--- src/rtl/bmp_binarize_reader_pkg.sv ---
// Shared constants, types and helpers for the BMP binarizing reader.
// Holds the ROM geometry, BMP header field byte offsets, signature bytes,
// the supported pixel depth, the FSM state type and two small helpers.
package bmp_binarize_reader_pkg;

    // ROM geometry
    localparam int ADDR_WIDTH     = 16;
    localparam int BYTE_WIDTH     = 8;
    localparam int BMP_TOTAL_SIZE = 1024;

    // Byte offsets of the header fields we decode (all little-endian)
    localparam int HDR_SIG0_IDX   = 0;
    localparam int HDR_SIG1_IDX   = 1;
    localparam int HDR_OFFSET_IDX = 10;
    localparam int HDR_WIDTH_IDX  = 18;
    localparam int HDR_HEIGHT_IDX = 22;
    localparam int HDR_BPP_IDX    = 28;
    localparam int HDR_LAST_IDX   = 29;

    // "BM" signature and the only pixel depth we decode
    localparam logic [7:0]  BMP_SIG0   = 8'h42;
    localparam logic [7:0]  BMP_SIG1   = 8'h4D;
    localparam logic [15:0] BMP_BPP_24 = 16'd24;

    typedef enum logic [2:0] {
        ST_IDLE,
        ST_HDR,
        ST_PIX,
        ST_EMIT,
        ST_DONE,
        ST_ERR
    } state_t;

    // Bytes of padding after each row so the next row starts 4-byte aligned
    function automatic logic [1:0] row_pad(input logic [15:0] width);
        logic [1:0] three_w;
        three_w = 2'(width[1:0] * 2'd3);
        return 2'd0 - three_w;
    endfunction

    // A read address is legal up to and including the image size
    function automatic logic addr_in_range(input logic [31:0] addr);
        return addr <= 32'(BMP_TOTAL_SIZE);
    endfunction

endpackage

--- src/rtl/bmp_binarize_reader_gray_threshold.sv ---
// Combinational gray conversion and thresholding of one BGR pixel.
// gray = (B + 2*G + R) >> 2, summed in 10 bits so nothing overflows.
module bmp_gray_threshold
    import bmp_binarize_reader_pkg::*;
(
    input  logic [BYTE_WIDTH-1:0] blue,
    input  logic [BYTE_WIDTH-1:0] green,
    input  logic [BYTE_WIDTH-1:0] red,
    input  logic [7:0]            threshold,
    output logic [7:0]            pix_bin
);

    logic [9:0] gray_sum;
    logic [7:0] gray;

    // Weighted sum, divide by four, then compare against the threshold
    always_comb begin
        gray_sum = {2'b00, blue} + {1'b0, green, 1'b0} + {2'b00, red};
        gray     = gray_sum[9:2];
        pix_bin  = (gray >= threshold) ? 8'hFF : 8'h00;
    end

endmodule

--- src/rtl/bmp_binarize_reader.sv ---
// BMP reader: parses a 24-bpp BMP header from a byte ROM, then walks the
// pixel array in file order, emitting one binarized byte per pixel over a
// valid/ready handshake. Each pixel costs three ROM reads (B, G, R) plus
// one capture cycle; no reads are issued while a pixel waits for the consumer.
module bmp_binarize_reader
    import bmp_binarize_reader_pkg::*;
(
    input  logic                  clk,
    input  logic                  rst_n,
    input  logic                  start,
    input  logic [7:0]            threshold,
    output logic                  ROM_valid,
    output logic [ADDR_WIDTH-1:0] ROM_addr,
    input  logic [BYTE_WIDTH-1:0] ROM_out,
    output logic                  pix_valid,
    input  logic                  pix_ready,
    output logic [7:0]            pix_data,
    output logic                  pix_eol,
    output logic                  pix_last,
    output logic                  busy,
    output logic                  done,
    output logic                  err
);

    state_t                state_q, state_d;
    logic [7:0]            thr_q, thr_d;
    logic                  rom_valid_q, rom_valid_d;
    logic [ADDR_WIDTH-1:0] rom_addr_q, rom_addr_d;

    // Header capture: which header byte ROM_out carries this cycle
    logic                  cap_en_q, cap_en_d;
    logic [4:0]            cap_idx_q, cap_idx_d;

    logic [7:0]            sig0_q, sig0_d;
    logic [7:0]            sig1_q, sig1_d;
    logic [31:0]           offset_q, offset_d;
    logic [15:0]           width_q, width_d;
    logic [15:0]           height_q, height_d;
    logic [15:0]           bpp_q, bpp_d;

    // Pixel walk
    logic [31:0]           ptr_q, ptr_d;
    logic [1:0]            phase_q, phase_d;
    logic [15:0]           col_q, col_d;
    logic [15:0]           row_q, row_d;
    logic [7:0]            b_q, b_d;
    logic [7:0]            g_q, g_d;

    logic                  pix_valid_q, pix_valid_d;
    logic [7:0]            pix_data_q, pix_data_d;
    logic                  pix_eol_q, pix_eol_d;
    logic                  pix_last_q, pix_last_d;
    logic                  busy_q, busy_d;
    logic                  done_q, done_d;
    logic                  err_q, err_d;

    // Combinational helpers
    logic                  req_en;
    logic [31:0]           req_addr;
    logic [31:0]           next_ptr;
    logic                  last_col;
    logic                  last_row;
    logic [15:0]           bpp_full;
    logic [7:0]            pix_bin;

    // Red is consumed straight from ROM_out in the capture cycle
    bmp_gray_threshold u_gray (
        .blue      (b_q),
        .green     (g_q),
        .red       (ROM_out),
        .threshold (thr_q),
        .pix_bin   (pix_bin)
    );

    // Next-state logic: header parse, pixel fetch, emit handshake and bounds guard
    always_comb begin
        state_d     = state_q;
        thr_d       = thr_q;
        rom_valid_d = 1'b0;
        rom_addr_d  = rom_addr_q;
        cap_en_d    = rom_valid_q && (state_q == ST_HDR);
        cap_idx_d   = rom_addr_q[4:0];
        sig0_d      = sig0_q;
        sig1_d      = sig1_q;
        offset_d    = offset_q;
        width_d     = width_q;
        height_d    = height_q;
        bpp_d       = bpp_q;
        ptr_d       = ptr_q;
        phase_d     = phase_q;
        col_d       = col_q;
        row_d       = row_q;
        b_d         = b_q;
        g_d         = g_q;
        pix_valid_d = pix_valid_q;
        pix_data_d  = pix_data_q;
        pix_eol_d   = pix_eol_q;
        pix_last_d  = pix_last_q;
        busy_d      = busy_q;
        done_d      = 1'b0;
        err_d       = err_q;
        req_en      = 1'b0;
        req_addr    = '0;
        next_ptr    = '0;
        last_col    = (col_q == width_q - 16'd1);
        last_row    = (row_q == height_q - 16'd1);
        bpp_full    = {ROM_out, bpp_q[7:0]};

        case (state_q)
            ST_IDLE, ST_ERR: begin
                if (start) begin
                    state_d  = ST_HDR;
                    busy_d   = 1'b1;
                    err_d    = 1'b0;
                    thr_d    = threshold;
                    sig0_d   = '0;
                    sig1_d   = '0;
                    offset_d = '0;
                    width_d  = '0;
                    height_d = '0;
                    bpp_d    = '0;
                    ptr_d    = '0;
                    phase_d  = '0;
                    col_d    = '0;
                    row_d    = '0;
                    req_en   = 1'b1;
                    req_addr = '0;
                end
            end

            ST_HDR: begin
                if (rom_valid_q && (rom_addr_q < ADDR_WIDTH'(HDR_LAST_IDX))) begin
                    req_en   = 1'b1;
                    req_addr = 32'(rom_addr_q) + 32'd1;
                end
                if (cap_en_q) begin
                    case (cap_idx_q)
                        5'(HDR_SIG0_IDX):       sig0_d          = ROM_out;
                        5'(HDR_SIG1_IDX):       sig1_d          = ROM_out;
                        5'(HDR_OFFSET_IDX):     offset_d[7:0]   = ROM_out;
                        5'(HDR_OFFSET_IDX + 1): offset_d[15:8]  = ROM_out;
                        5'(HDR_OFFSET_IDX + 2): offset_d[23:16] = ROM_out;
                        5'(HDR_OFFSET_IDX + 3): offset_d[31:24] = ROM_out;
                        5'(HDR_WIDTH_IDX):      width_d[7:0]    = ROM_out;
                        5'(HDR_WIDTH_IDX + 1):  width_d[15:8]   = ROM_out;
                        5'(HDR_HEIGHT_IDX):     height_d[7:0]   = ROM_out;
                        5'(HDR_HEIGHT_IDX + 1): height_d[15:8]  = ROM_out;
                        5'(HDR_BPP_IDX):        bpp_d[7:0]      = ROM_out;
                        5'(HDR_BPP_IDX + 1):    bpp_d[15:8]     = ROM_out;
                        default: ;
                    endcase
                    // Last header byte is in hand: validate and pick the next phase
                    if (cap_idx_q == 5'(HDR_LAST_IDX)) begin
                        if ((sig0_q != BMP_SIG0) || (sig1_q != BMP_SIG1) ||
                            (bpp_full != BMP_BPP_24)) begin
                            state_d = ST_ERR;
                            err_d   = 1'b1;
                            busy_d  = 1'b0;
                        end else if ((width_q == 16'd0) || (height_q == 16'd0)) begin
                            state_d = ST_DONE;
                            done_d  = 1'b1;
                        end else begin
                            state_d  = ST_PIX;
                            ptr_d    = offset_q;
                            phase_d  = 2'd0;
                            req_en   = 1'b1;
                            req_addr = offset_q;
                        end
                    end
                end
            end

            ST_PIX: begin
                case (phase_q)
                    2'd0: begin
                        phase_d  = 2'd1;
                        req_en   = 1'b1;
                        req_addr = ptr_q + 32'd1;
                    end
                    2'd1: begin
                        b_d      = ROM_out;
                        phase_d  = 2'd2;
                        req_en   = 1'b1;
                        req_addr = ptr_q + 32'd2;
                    end
                    2'd2: begin
                        g_d     = ROM_out;
                        phase_d = 2'd3;
                    end
                    default: begin
                        pix_data_d  = pix_bin;
                        pix_eol_d   = last_col;
                        pix_last_d  = last_col && last_row;
                        pix_valid_d = 1'b1;
                        phase_d     = 2'd0;
                        state_d     = ST_EMIT;
                    end
                endcase
            end

            ST_EMIT: begin
                if (pix_ready) begin
                    pix_valid_d = 1'b0;
                    pix_eol_d   = 1'b0;
                    pix_last_d  = 1'b0;
                    if (last_col && last_row) begin
                        state_d = ST_DONE;
                        done_d  = 1'b1;
                    end else begin
                        if (last_col) begin
                            col_d    = '0;
                            row_d    = row_q + 16'd1;
                            next_ptr = ptr_q + 32'd3 + 32'(row_pad(width_q));
                        end else begin
                            col_d    = col_q + 16'd1;
                            next_ptr = ptr_q + 32'd3;
                        end
                        ptr_d    = next_ptr;
                        phase_d  = 2'd0;
                        state_d  = ST_PIX;
                        req_en   = 1'b1;
                        req_addr = next_ptr;
                    end
                end
            end

            ST_DONE: begin
                state_d = ST_IDLE;
                busy_d  = 1'b0;
            end

            default: state_d = ST_IDLE;
        endcase

        // Every ROM request funnels through here so an out-of-range address
        // aborts the image instead of being issued
        if (req_en) begin
            if (addr_in_range(req_addr)) begin
                rom_valid_d = 1'b1;
                rom_addr_d  = req_addr[ADDR_WIDTH-1:0];
            end else begin
                state_d     = ST_ERR;
                err_d       = 1'b1;
                busy_d      = 1'b0;
                pix_valid_d = 1'b0;
                pix_eol_d   = 1'b0;
                pix_last_d  = 1'b0;
            end
        end
    end

    // State and output registers with asynchronous clear
    always_ff @(posedge clk or negedge rst_n) begin
        if (!rst_n) begin
            state_q     <= ST_IDLE;
            thr_q       <= '0;
            rom_valid_q <= 1'b0;
            rom_addr_q  <= '0;
            cap_en_q    <= 1'b0;
            cap_idx_q   <= '0;
            sig0_q      <= '0;
            sig1_q      <= '0;
            offset_q    <= '0;
            width_q     <= '0;
            height_q    <= '0;
            bpp_q       <= '0;
            ptr_q       <= '0;
            phase_q     <= '0;
            col_q       <= '0;
            row_q       <= '0;
            b_q         <= '0;
            g_q         <= '0;
            pix_valid_q <= 1'b0;
            pix_data_q  <= '0;
            pix_eol_q   <= 1'b0;
            pix_last_q  <= 1'b0;
            busy_q      <= 1'b0;
            done_q      <= 1'b0;
            err_q       <= 1'b0;
        end else begin
            state_q     <= state_d;
            thr_q       <= thr_d;
            rom_valid_q <= rom_valid_d;
            rom_addr_q  <= rom_addr_d;
            cap_en_q    <= cap_en_d;
            cap_idx_q   <= cap_idx_d;
            sig0_q      <= sig0_d;
            sig1_q      <= sig1_d;
            offset_q    <= offset_d;
            width_q     <= width_d;
            height_q    <= height_d;
            bpp_q       <= bpp_d;
            ptr_q       <= ptr_d;
            phase_q     <= phase_d;
            col_q       <= col_d;
            row_q       <= row_d;
            b_q         <= b_d;
            g_q         <= g_d;
            pix_valid_q <= pix_valid_d;
            pix_data_q  <= pix_data_d;
            pix_eol_q   <= pix_eol_d;
            pix_last_q  <= pix_last_d;
            busy_q      <= busy_d;
            done_q      <= done_d;
            err_q       <= err_d;
        end
    end

    assign ROM_valid = rom_valid_q;
    assign ROM_addr  = rom_addr_q;
    assign pix_valid = pix_valid_q;
    assign pix_data  = pix_data_q;
    assign pix_eol   = pix_eol_q;
    assign pix_last  = pix_last_q;
    assign busy      = busy_q;
    assign done      = done_q;
    assign err       = err_q;

endmodule

--- config.mk ---
export PLATFORM = sky130hd
export DESIGN_NAME = bmp_binarize_reader
export DESIGN_NICKNAME = d
export VERILOG_FILES = /design/src/rtl/bmp_binarize_reader_pkg.sv /design/src/rtl/bmp_binarize_reader_gray_threshold.sv /design/src/rtl/bmp_binarize_reader.sv
export SDC_FILE = /design/constraint.sdc
export NUM_CORES = 1
export LEC_CHECK = 0
export CORE_ASPECT_RATIO = 0.5
export CORE_MARGIN = 2
export CORE_UTILIZATION = 32
export DETAILED_ROUTE_END_ITERATION = 7
export GPL_TIMING_DRIVEN = 0
export HOLD_SLACK_MARGIN = 0.02
export SYNTH_ARGS = -nofsm -noshare
export SYNTH_HDL_FRONTEND = slang
export SYNTH_SLANG_ARGS = --single-unit
--- constraint.sdc ---
create_clock -name clk -period 6.4 [get_ports clk]
set_input_delay 1.92 -clock clk [delete_from_list [all_inputs] [get_ports clk]]
set_output_delay 1.92 -clock clk [all_outputs]
set_load 0.005 [all_outputs]
# [Word-level counts from Yosys, hierarchy flattened]
# Cells that the tools add are included.
[totals] register_bits=218 latchBits=0 ramBits=0 romBits=0 output_inout_bits=31 word_cells=247 mem_count=0
[classes] add_sub_neg=12 mul=1 n_div=0 n_lt_le_gt_ge=3 eq_ne=42 n_shift=0 mux=120 n_bitwise=1 n_reduce_logical=38
[ops] cell="$mux 32" count=15
[ops] cell="$pmux 32 s3" count=2
[ops] cell="$mux 16" count=9
[ops] cell="$mux 8" count=16
[ops] cell="$pmux 16 s2" count=4
[ops] cell="$pmux 32 s2" count=2
[ops] cell="$add 32x2->32 const B" count=2
[ops] cell="$pmux 8 s2" count=3
[ops] cell="$reduce_and 4->1" count=12
[ops] cell="$mux 1" count=41
[ops] cell="$add 16x1->16 const B" count=2
[ops] cell="$add 32x1->32 const B" count=1
[ops] cell="$add 32x2->32" count=1
[ops] cell="$eq 16x16->1" count=2
[ops] cell="$le 32x11->1 const B" count=1
[ops] cell="$logic_not 16->1" count=2
[ops] cell="$sub 16x1->16 const B" count=2
[ops] cell="$eq 5x5->1 const B" count=6
[ops] cell="$mux 3" count=10
[ops] cell="$ne 2x1->1 const B" count=12
[ops] cell="$eq 5x4->1 const B" count=4
[ops] cell="$add 16x1->17 const B" count=1
[ops] cell="$mux 17" count=1
[ops] cell="$lt 16x5->1 const B" count=1
[ops] cell="35 further kinds" count=65

# [Longest topological paths before layout]
[depth] word_depth=11 ltp_mapped=18 mapped_depth_nobuf=16

# [By module]
# Synthesis repeated with hierarchy kept, for this count alone.
[hier_totals] hier_cells=1662 hier_area_um2=15158.3
[modules_own_cells] module="bmp_binarize_reader" n_inst=1 cells_each=1581 area_each_um2=14443.9
[modules_own_cells] module="bmp_gray_threshold" n_inst=1 cells_each=81 area_each_um2=714.4

# [Worst setup path before layout]
# OpenSTA, ideal clock, no wires.
[synth_path] path_type="input-to-reg" startpoint="input port ROM_out[2]" endpoint="register rom_addr_q[5], in the netlist ROM_addr[5]" arrival_ns=5.512 t_required_ns=6.273 slack_ns=0.760 stages=14 n_path_buf=3 cell_sequence="nor4_1 > nand4_1 > or4_1 > clkbuf_1 > or4_1 > clkbuf_1 > nor3_1 > nor2_1 > or4_1 > nor4b_1 > nand4b_2 > nor2_4 > buf_6 > mux2_1"
[synth_via] elab_chain_cells=8
[synth_lines] item="start: declaration" line="bmp_binarize_reader.sv:14" text="input logic [BYTE_WIDTH-1:0] ROM_out,"
[synth_lines] item="$ne 16x5->1 (*)" line="bmp_binarize_reader.sv:155" text="(bpp_full != BMP_BPP_24)) begin"
[synth_lines] item="$logic_or 1x1->1 (*)" line="bmp_binarize_reader.sv:154" text="if ((sig0_q != BMP_SIG0) || (sig1_q != BMP_SIG1) ||"
[synth_lines] item="$mux 32" line="bmp_binarize_reader.sv:154"
[synth_lines] item="$mux 32" line="bmp_binarize_reader.sv:153" text="if (cap_idx_q == 5'(HDR_LAST_IDX)) begin"
[synth_lines] item="$mux 32" line="bmp_binarize_reader.sv:136" text="if (cap_en_q) begin"
[synth_lines] item="$pmux 32 s3" line="bmp_binarize_reader.sv:109" text="case (state_q)"
[synth_lines] item="$le 32x11->1" line="bmp_binarize_reader_pkg.sv:43" text="return addr <= 32'(BMP_TOTAL_SIZE);"
[synth_lines] item="$reduce_and 2->1 (no source line)"
[synth_lines] item="end signal: assignment" line="bmp_binarize_reader.sv:284" text="rom_addr_q <= rom_addr_d;"
[synth_lines] item="end: declaration" line="bmp_binarize_reader.sv:28" text="logic [ADDR_WIDTH-1:0] rom_addr_q, rom_addr_d;"
# Mark *: on every way between the ends. The rest lies on a longest branch, timed or not.
# A chain may end at the register's enable or synchronous reset.

# [Final worst setup path]
[layout_path] startpoint="register ptr_q[0]" endpoint="register state_q[0]"
[layout_via] elab_chain_cells=9
[layout_lines] item="start: declaration" line="bmp_binarize_reader.sv:42" text="logic [31:0] ptr_q, ptr_d;"
[layout_lines] item="start signal: assignment" line="bmp_binarize_reader.sv:293" text="ptr_q <= ptr_d;"
[layout_lines] item="$add 32x2->32" line="bmp_binarize_reader.sv:213, bmp_binarize_reader.sv:216"
[layout_lines] item="$add 32x2->32" line="bmp_binarize_reader.sv:213" text="next_ptr = ptr_q + 32'd3 + 32'(row_pad(width_q));"
[layout_lines] item="$mux 32" line="bmp_binarize_reader.sv:210" text="if (last_col) begin"
[layout_lines] item="$mux 32" line="bmp_binarize_reader.sv:206" text="if (last_col && last_row) begin"
[layout_lines] item="$mux 32" line="bmp_binarize_reader.sv:202" text="if (pix_ready) begin"
[layout_lines] item="$pmux 32 s3 (*)" line="bmp_binarize_reader.sv:109"
[layout_lines] item="$le 32x11->1 (*)" line="bmp_binarize_reader_pkg.sv:43"
[layout_lines] item="$mux 3 (*)" line="bmp_binarize_reader.sv:238" text="if (addr_in_range(req_addr)) begin"
[layout_lines] item="$mux 3 (*)" line="bmp_binarize_reader.sv:237" text="if (req_en) begin"
[layout_lines] item="via state_d[0]" line="bmp_binarize_reader.sv:25" text="state_t state_q, state_d;"
[layout_lines] item="end signal: assignment" line="bmp_binarize_reader.sv:281" text="state_q <= state_d;"
[layout_lines] item="end: declaration" line="bmp_binarize_reader.sv:25"
# Mark *: on every way through the listed nets, which the timed path passes. The rest lies on a longest branch.

==> flow_summary.yaml <==
yosys:
  mappedNetlistArea_sq_mm: 0.0145
  largest_area_contributor_in_the_netlist: "sky130_fd_sc_hd__dfrtp_1"
  ys_types: 88
  synth.top_cell.area_share_pct: 36.4
  asyncSetResetFlopFracSynth_pct: 100
  syn-num-nets: 1695
  synth_cells: 1635
  ys_seq_area_share_pct: 36.4
  yosys_warnings: 0
  synth_ff_type: "sky130_fd_sc_hd__dfrtp_1"
  flip_flop_and_latch_count_after_synthesis: 211
  synthesis.area_per_instance_sq_um: 8.87
  synth_area_leaders: "sky130_fd_sc_hd__dfrtp_1 36%, sky130_fd_sc_hd__mux2_2 7.6%, sky130_fd_sc_hd__xnor2_1 5.5%, sky130_fd_sc_hd__nand2_1 4.6%, sky130_fd_sc_hd__o21ai_0 3.3%"
  edff_count_synth: 0
worst_hold_path:
  worst_hold_path.endpoint: "bpp_q[3]$_DFFE_PN0P_"
  holdCritStartpoint: "bpp_q[3]$_DFFE_PN0P_"
  hold_path_depth: 1
  timing.hold.worst.class: "reg2reg"
clock_tree:
  cts_buffers: 24
  insertion_delay_ns: 0.54
  clock_sinks: 211
  ctsRootBufferMaster: "sky130_fd_sc_hd__clkbuf_16"
  clk_path_buf_depth: 3
  clk_pin_slew_ns: 0.07
  h-tree-depth: 1
  tritoncts: "yes"
  cts_hold_buf: 0
timing:
  hold_viol_final: 0
  achievable-frequency_mhz: 161
  fin_ws_ns: 0.198
  timing_worst_slew_pin_value_ns: 1.28
  timing.final.max_slew_violations: 0
  report.final.setup_viol: 0
  final.period_utilization_pct: 96.9
  finalCriticalPeriod_ns: 6.20
  clock_skew_ns: 0.0246
  fin_worst_hold_slack_ns: 0.495
  maxSlewHeadroom_pct: 14.2
worst_setup_path:
  setup_slack_of_the_worst_register_to_register_path_ns: 0.20
  worstPathArrival_ns: 6.63
  r2r-start: "ptr_q[0]$_DFFE_PN0P_"
  path_max_fanout: 10
  critical_path.startpoint_type: "flop"
  rr_endpoint: "state_q[0]$_DFF_PN0_"
  cp_endpoint_kind: "flop"
  crit_type: "reg2reg"
  r2r_cells: 17
  timing.critical_path.required_ns: 6.83
status:
  violations: "design-rule violations"
  outcome: "finished with violations"
global_routing:
  gr-total-overflow: 0
  grt_pass1_vias: 12200
  maximum_number_of_pins_on_one_net_before_global_route_repair: 120
  global_route.usage.total_pct: 19.0
  grt_pass1_wl_mm: 71.6
  number_of_antenna_violations_at_the_first_check_in_global_routing: 0
floorplanning:
  fp.dieArea_sq_mm: 0.0471
  die_width_um: 305
  floorplan.die.height_um: 155
  io_pins: 51
  design.core.area_sq_mm: 0.0449
  effective_utilization_at_floorplan_pct: 32.3
  row_count: 55
final_layout:
  layout.cells.most_common: "sky130_fd_sc_hd__dfrtp_1"
  final_layout_net_count: 1775
  synthToLayoutAreaGrowth_pct: 15.5
  share_of_layout_cells_above_drive_strength_1_pct: 11.5
  layoutNonFillerInstCount: 2330
  multi_input_comb_area_sq_mm: 0.00863
  fillerInstances: 4520
  sequential_cell_area_sq_mm: 0.00528
  mostFrequentLayoutCells: "211 x sky130_fd_sc_hd__dfrtp_1, 178 x sky130_fd_sc_hd__nand2_1, 117 x sky130_fd_sc_hd__nor2_1"
  antennaDiodeCount: 0
drt:
  firstDrtPassIters: 8
  vias: 12900
  detail_route.wl_per_cell_um: 19.5
  drc: 4
  drt_iter0_drcs: 1392
  antenna_violating_nets_post_route: 0
  routed_via_density: 5.54
  finalWirelength_mm: 45.3
place:
  place_congestion: 0.949
  dpl_worst_slack_ns: -0.678
  dpl.cell_count: 2284
  portBuffers: 50
  detailed_placement_wirelength_estimate_mm: 33.6
pwr:
  irDropWorstVdd_v: 0.000136
  static-leakage-power_nw: 6.67
  power_density_mw_per_mm2: 219
run:
  max_cap_violations: 0
-- cells by family (layout without fill, tap and decap cells) --
group | count (synthesis) | in the layout | share of synthesized area, %
xor gates and xnor gates | 141 | 141 | 8.52
muxes | 113 | 113 | 8.68
adders and majority gates | 40 | 40 | 3.92
DFF | 211 | 211 | 36.4
buffers and inverters | 155 | 252 | 4.38
AOI/OAI and AO/OA | 323 | 323 | 14.6
and+or+nand+nor | 652 | 652 | 23.5
-- worst max path at each step --
| stage | startpoint | end | slack (ns) | cells past startpoint |
|---|---|---|---|---|
| after floorplan | ROM_out[2] | ROM_addr[5]$_DFFE_PN0P_ | 0.76 | 14 |
| after global placement | rst_n | ptr_q[2]$_DFFE_PN0P_ | -5.83 | 1 |
| after detailed placement | ROM_out[5] | ROM_addr[6]$_DFFE_PN0P_ | -0.68 | 15 |
| after CTS | ROM_out[5] | ROM_addr[4]$_DFFE_PN0P_ | 0.06 | 15 |
| after global routing | ROM_out[1] | ROM_addr[6]$_DFFE_PN0P_ | -0.009 | 15 |
| final | ptr_q[0]$_DFFE_PN0P_ | state_q[0]$_DFF_PN0_ | 0.20 | 17 |
-- stage by stage --
step	TNS (ns)	cell area (sq um)	total power [mW]	utilization, %
finish	0	16800	3.66	37.3
global route	-0.0124	16800	3.83	37.3
CTS	0	16700	3.68	37.1
detailed placement	-11.04	15800	2.13	35.1
global placement	-1235.67	15700	2.12	35.0
floorplan	0	14500	1.94	-
-- synth_stat cells, types with 13 or more instances --
cell type and number:
sky130_fd_sc_hd__dfrtp_1 211, sky130_fd_sc_hd__nand2_1 178, sky130_fd_sc_hd__nor2_1 117, sky130_fd_sc_hd__mux2_2 98, sky130_fd_sc_hd__o21ai_0 95, sky130_fd_sc_hd__xnor2_1 91
sky130_fd_sc_hd__clkbuf_1 85, sky130_fd_sc_hd__a21oi_1 60, sky130_fd_sc_hd__nand3_1 56, sky130_fd_sc_hd__xor2_1 50, sky130_fd_sc_hd__inv_1 45, sky130_fd_sc_hd__nor4_1 44
sky130_fd_sc_hd__nor3_1 43, sky130_fd_sc_hd__nand4_1 36, sky130_fd_sc_hd__ha_1 31, sky130_fd_sc_hd__or3_1 25, sky130_fd_sc_hd__a22oi_1 22, sky130_fd_sc_hd__and2_1 21
sky130_fd_sc_hd__nand2b_1 20, sky130_fd_sc_hd__or4_1 20, sky130_fd_sc_hd__o31ai_1 18, sky130_fd_sc_hd__o22ai_1 15, sky130_fd_sc_hd__and3_1 13, sky130_fd_sc_hd__nor2b_1 13
-- metal layers --
metal | wire length [um] | track usage [%]
met2 | 20300 | 30.0
met5 | 0 | 0
met4 | 1060 | 4.57
met1 | 21100 | 27.4
met3 | 2920 | 2.75
-- final cells by class --
cell class | instances | area share [%]
plain buffers | 108 | 2.76
clock buffers | 34 | 4.35
clock inverters | 9 | 0.964
inverters | 47 | 1.06
multi-input cells | 1269 | 51.5
flip-flops and latches | 211 | 31.5
well taps | 598 | 4.47
repair buffers | 54 | 3.36
-- worst max-delay path, cell delays in order, from the launching register on --
cell and delay, ns:
sky130_fd_sc_hd__dfrtp_1 0.45, sky130_fd_sc_hd__clkbuf_2 0.38, sky130_fd_sc_hd__clkinv_2 0.33, sky130_fd_sc_hd__ha_1 0.48
sky130_fd_sc_hd__fa_1 0.51, sky130_fd_sc_hd__or4_1 0.54, sky130_fd_sc_hd__clkbuf_1 0.18, sky130_fd_sc_hd__or4_1 0.52
sky130_fd_sc_hd__clkbuf_1 0.31, sky130_fd_sc_hd__or3_1 0.42, sky130_fd_sc_hd__buf_2 0.17, sky130_fd_sc_hd__or4_4 0.52
sky130_fd_sc_hd__o21ai_2 0.07, sky130_fd_sc_hd__o211ai_1 0.13, sky130_fd_sc_hd__o21ba_4 0.26, sky130_fd_sc_hd__or3_1 0.36
sky130_fd_sc_hd__buf_2 0.20, sky130_fd_sc_hd__or2_1 0.23
-- sequential cells by signal (all words and copies together) (netlist names), 5 cells and up --
signal	cells
col_q	16
sig0_q	8
height_q	16
g_q	8
bpp_q	8
sig1_q	8
ROM_addr	16
width_q	16
b_q	8
ptr_q	32
row_q	16
thr_q	8
offset_q	32
cap_idx_q	5
-- power breakdown --
part	total, mW	internal (mW)	switching, mW
clock network	1.54	0.956	0.582
logic	0.589	0.268	0.321
registers	1.54	1.44	0.0919
-- what timing repair did --
action / CTS / global route
setup buffers: 0 / 3
resized for setup: 4 / 11
pin swaps: 0 / 1
endpoints found under the setup margin: 22 / 18
Power figures use the tool's default switching activity.
